**src/rtl/shifter_pkg.sv**
```systemverilog
// Shared definitions for the single-bit shift/rotate unit.
package shifter_pkg;

   typedef enum logic [2:0] {
      SLL0 = 3'b000,
      SLL1 = 3'b001,
      SRL0 = 3'b010,
      SRL1 = 3'b011,
      SLA  = 3'b100,
      SRA  = 3'b101,
      ROL  = 3'b110,
      ROR  = 3'b111
   } shift_mode_t;

endpackage

```
**src/rtl/shifter_core.sv**
```systemverilog
// Combinational mode mux: one-position shift or rotate of a, selected by m.
module shifter_core
   import shifter_pkg::*;
#(
   parameter int WIDTH = 4
) (
   input  logic [WIDTH-1:0] a,
   input  logic [2:0]       m,
   output logic [WIDTH-1:0] r_next
);

   always_comb begin
      // NOTE: default first so every path assigns r_next; no latch is inferred.
      r_next = '0;
      unique case (shift_mode_t'(m))
         SLL0: r_next = {a[WIDTH-2:0], 1'b0};
         SLL1: r_next = {a[WIDTH-2:0], 1'b1};
         SRL0: r_next = {1'b0, a[WIDTH-1:1]};
         SRL1: r_next = {1'b1, a[WIDTH-1:1]};
         // Sign bit stays put; the bit just below it is shifted out.
         SLA:  r_next = {a[WIDTH-1], a[WIDTH-3:0], 1'b0};
         SRA:  r_next = {a[WIDTH-1], a[WIDTH-1:1]};
         ROL:  r_next = {a[WIDTH-2:0], a[WIDTH-1]};
         ROR:  r_next = {a[0], a[WIDTH-1:1]};
         default: r_next = '0;
      endcase
   end

endmodule

```
**src/rtl/shifter.sv**
```systemverilog
// Registered shift/rotate unit: one-cycle latency, result held while idle.
module shifter
   import shifter_pkg::*;
#(
   parameter int WIDTH = 4
) (
   input  logic             clk,
   input  logic             rst,
   input  logic             in_valid,
   input  logic [WIDTH-1:0] a,
   input  logic [2:0]       m,
   output logic             out_valid,
   output logic [WIDTH-1:0] r
);

   logic [WIDTH-1:0] r_next;

   shifter_core #(.WIDTH(WIDTH)) u_core (
      .a      (a),
      .m      (m),
      .r_next (r_next)
   );

   always_ff @(posedge clk) begin
      // NOTE: sequential state uses non-blocking assignments only.
      if (rst) begin
         r         <= '0;
         out_valid <= 1'b0;
      end else begin
         out_valid <= in_valid;
         // r only loads on a captured operation, so idle cycles never expose a/m.
         if (in_valid) r <= r_next;
      end
   end

endmodule

```
**config.mk**
```make
export PLATFORM = sky130hd
export DESIGN_NAME = shifter
export DESIGN_NICKNAME = d
export VERILOG_FILES = /design/src/rtl/shifter_pkg.sv /design/src/rtl/shifter_core.sv /design/src/rtl/shifter.sv
export SDC_FILE = /design/constraint.sdc
export NUM_CORES = 1
export LEC_CHECK = 0
export CORE_AREA = 3 3 40 42
export DETAILED_ROUTE_END_ITERATION = 8
export DIE_AREA = 0 0 43 45
export PLACE_DENSITY = 0.44
export SYNTH_ARGS = -nofsm -noshare
export SYNTH_HDL_FRONTEND = slang
export SYNTH_SLANG_ARGS = --single-unit
```
**constraint.sdc**
```tcl
create_clock -name clk -period 0.8 [get_ports clk]
set_input_delay 0.08 -clock clk [delete_from_list [all_inputs] [get_ports clk]]
set_output_delay 0.08 -clock clk [all_outputs]
set_load 0.005 [all_outputs]
```
**Word-level counts from Yosys, hierarchy flattened**

Cells that the tools add are included.

- Magnitude comparators: 0
- $mul: 0
- Div/mod/pow operators: 0
- Reduce and logical (&&, ||, !) cells: 1
- Equality and inequality tests: 7
- Muxes and demuxes: 1
- $add $sub $neg: 0
- Shift operators: 0
- Bitwise operators: 0

Operator list:

| kind | number |
|---|---|
| one-hot mux 4 bit (8 select lines) | 1 |
| == test 3 bit, second input constant | 4 |
| == test 3 x 2 -> 1 bit, second input constant | 2 |
| == test 3 x 1 -> 1 bit, second input constant | 1 |
| logical NOT 3 bit | 1 |

- Output and inout bits: 5
- Memories kept: 0
- Memory bits (writable): 0
- Register bits after elaboration: 5
- Bits in latches: 0
- Bits of input ports: 10
- ROM bits: 0
- Word-level logic and storage cells: 11

**Longest topological paths before layout**

- Depth after elaboration: 2
- Gate-level depth with buffers: 3
- Gate-level depth less buffers: 3

**Hierarchy**

Synthesis repeated with hierarchy kept, for this count alone.

- Cells, all modules: 28
- Area total of the unflattened synthesis: 275.3 µm²

Modules (own cells, without submodules):

| module | area each (µm²) | cells each | times used | sequential area each (µm²) |
|---|---|---|---|---|
| shifter | 172.7 | 15 | 1 | 100.1 |
| shifter_core | 102.6 | 13 | 1 | 0.0 |

**Worst setup path before layout**

OpenSTA, ideal clock, no wires.

- Path kind: input to register
- From: input port m[2]
- To: register r[1]
- Data arrival time: 0.616 ns
- Required time: 0.665 ns
- Slack: 0.049 ns
- Path buffers: 0
- Stages on the path: 3
- Setup time: 0.135 ns
- Cell sequence: mux2i_1 -> mux2i_1 -> a211oi_1

- Cells in the longest elaborated chain, start to end: 2
- Elaborated cells between the ends (all ways): 9
- Classes of those cells: 7 x eq/ne; 1 x mux; 1 x reduce/logical

Ends and longest elaborated chain:

| what | line | text |
|---|---|---|
| start: declaration | shifter.sv:11 | `input logic [2:0] m,` |
| == test 3 bit, or another cell as far along | shifter_core.sv:15 | `unique case (shift_mode_t'(m))` |
| one-hot mux 4 bit (8 select lines) * | shifter_core.sv:15 |  |
| end signal: assignment | shifter.sv:32 | `if (in_valid) r <= r_next;` |
| end: declaration | shifter.sv:13 | `output logic [WIDTH-1:0] r` |

Every way passes the cells marked *; elsewhere a longest branch is shown, timed or not.
A chain may end at the register's enable or synchronous reset.

==> summary.md <==
| Metric | Value |
|---|---|
| Outcome | `completed` |
| Vias per cell | `4.35` |
| Setup crit end kind | `flop` |
| Synth warn | `0` |
| Worst skew pair latency | `0.24 ns` |
| Clk_skew | `0 ns` |
| Hold/Removal Path Class | `primary input to flop` |
| Via count | `296` |
| Placed Instance Area | `472 sq um` |
| Final min period | `0.746 ns` |
| First-pass GRT wire length | `1120 um` |
| Unrepaired setup endpoints after global routing | `no` |
| Final Max Slew Viols | `0` |
| Cells after Synth | `29` |
| Post-CTS Setup Bufs | `0` |
| Commonest non-fill, non-tap cell in the layout | `buf_4` |
| Critical Path RT | `0.95 ns` |
| Peak supply drop | `0.515 mV` |
| Storage cell area | `105 sq um` |
| Core Footprint | `1280 sq um` |
| DRT antenna net count | `0` |
| Power share of the clock group | `0.393` |
| Final nets | `64` |
| Die area | `1940 sq um` |
| CTS tree | `built` |
| DR WL/cell | `10.1 um` |
| CP Data Arrival Time | `0.89 ns` |
| Crit path max fanout | `2` |
| Part of the power in registers | `0.383` |
| Hold Buf Count CTS | `0` |
| Post-route DRC | `0` |
| Clk sink count | `5` |
| Final core occ | `0.362` |
| Num CTS Buffers | `3` |
| # fillers | `149` |
| CTS clk-pin slew, worst paths | `0.05 ns` |
| Pleak | `0.228 nW` |
| Synthesis-stage register bit count | `5` |
| Fin area | `465 sq um` |
| Switching portion of total power | `0.233` |
| Wirelength, routed | `684 um` |
| Fmax | `1340 MHz` |
| Hpwl dp | `570 um` |
| Net Switching | `169 uW` |
| Initial antenna violation count | `0` |
| Routability cong. | `0.654` |
| CTS Buffer Depth | `2` |
| Critical path class | `flop to flop` |
| Clk root buf | `clkbuf_4` |
| Port Buf Inserts | `14` |
| DRT Pass-1 Iters | `2` |
| Initial core utilization | `0.200` |
| Slew HR | `0.835` |
| Setup slack, reg-to-reg | `0.05 ns` |
| Starting DRT DRC Count | `1` |
| Syn avg cell area | `8.84 sq um` |
| Vias in the first global route | `294` |
| Startpoint types | `flop` |
| ANT cells | `0` |
| Multi-input gate area | `155 sq um` |
| Slew @ Worst Pin | `0.243 ns` |
| Comb pwr share | `0.224` |
| Grt ovf | `0` |
| Power Internal | `557 uW` |
| Mapped Area | `256 sq um` |
| Die W | `43 um` |
| Syn nets | `39` |
| Max Cap Violations | `0` |
| Post-synthesis sequential area ratio | `0.390` |
| Synth-to-Final Area Change | `81.5%` |
| Final setup viols | `0` |
| Total track usage | `0.0808` |
| Hold Violations, Final | `0` |
| Share of cells above drive strength 1 | `0.472` |
| Power density cells | `1560 nW/um^2` |
| Largest net degree at the start of global routing | `9` |
| Die span in y | `45 um` |
| # IOs | `15` |
| Most frequent cells in the layout | `6 x buf_4, 5 x buf_2, 4 x nor2_1, 4 x dfxtp_2` |
| Site Rows | `13` |
| H-tree depth | `1` |
| Final period utilization | `0.933` |
| Distinct cells, synth | `16` |
-- layout make-up --
cell class,instances,share of cell area
repair buffers,21,0.336
multi-input cells,22,0.333
well taps,15,0.0403
inverters,1,0.00806
clock buffers,4,0.0565
flip-flops and latches,5,0.226
-- layer usage --
| metal | wire (um) | vias up | GRT usage |
|---|---|---|---|
| li1 | - | 155 | - |
| met1 | 291 | 129 | 0.0845 |
| met2 | 326 | 12 | 0.123 |
| met3 | 67 | 0 | 0.0359 |
| met4 | 0 | 0 | 0.0723 |
| met5 | 0 | - | 0 |
-- power by group through the flow --
stage	Combinational (mW)	Clock [mW]	Sequential, mW
after floorplan	0.0525	0	0.283
after global routing	0.181	0.319	0.281
after CTS	0.171	0.302	0.278
after detailed placement	0.191	0	0.280
final	0.163	0.285	0.278
after global placement	0.190	0	0.280
-- sequential cells by signal (all words and copies together), names as in the netlist --
signal	count
out_valid	1
r	4
-- critical path: stages (launching register included) --
cell	delay [ns]
dfxtp_2	0.31
buf_4	0.09
nor2_1	0.03
a311oi_1	0.22
-- synthesized netlist by cell type --
cell | n | area, sq um
dfxtp_1 | 5 | 100
nor2_1 | 5 | 18.8
mux2i_1 | 3 | 30.0
a211oi_1 | 2 | 15.0
a311oi_1 | 2 | 17.5
o21ai_0 | 2 | 10.0
a21oi_1 | 1 | 5.00
and2b_1 | 1 | 7.51
and3b_2 | 1 | 10.0
and4b_1 | 1 | 10.0
clkbuf_1 | 1 | 3.75
inv_1 | 1 | 3.75
nand2_1 | 1 | 3.75
nor2b_1 | 1 | 6.26
o211ai_1 | 1 | 7.51
o21a_1 | 1 | 7.51
-- cells by family after synthesis --
family,count (synthesis),share of synthesized area
and+or+nand+nor,10,0.220
AOI/OAI and AO/OA,9,0.244
DFF,5,0.390
muxes,3,0.117
buffers and inverters,2,0.0292
-- stage by stage --
step | total power [mW] | hold slack [ns] | setup WS [ns] | TNS [ns] | instances
detailed placement | 0.472 | 0.594 | -0.577 | -2.68 | 65
floorplan | 0.335 | 0.152 | 0.0495 | 0 | 29
finish | 0.726 | 0.206 | 0.0536 | 0 | 68
global route | 0.781 | 0.231 | 0.0108 | 0 | 68
CTS | 0.751 | 0.341 | 0.000635 | 0 | 69
global placement | 0.470 | 0.590 | -0.554 | -2.57 | 65
-- final timing paths --
| kind | startpoint | to | depth (start not counted) |
|---|---|---|---|
| worst max register to register | r[0] | r[0] | 3 |
| worst min register to register | r[3] | r[3] | 2 |
| worst min-delay path | a[2] | r[3] | 3 |
| worst max-delay path | r[0] | r[0] | 3 |
-- timing repair --
action	in CTS	in global routing
pin swaps	0	1
gates resized for setup	33	7
endpoints found under the setup margin	9	4
(Power assumes the default switching activity.)
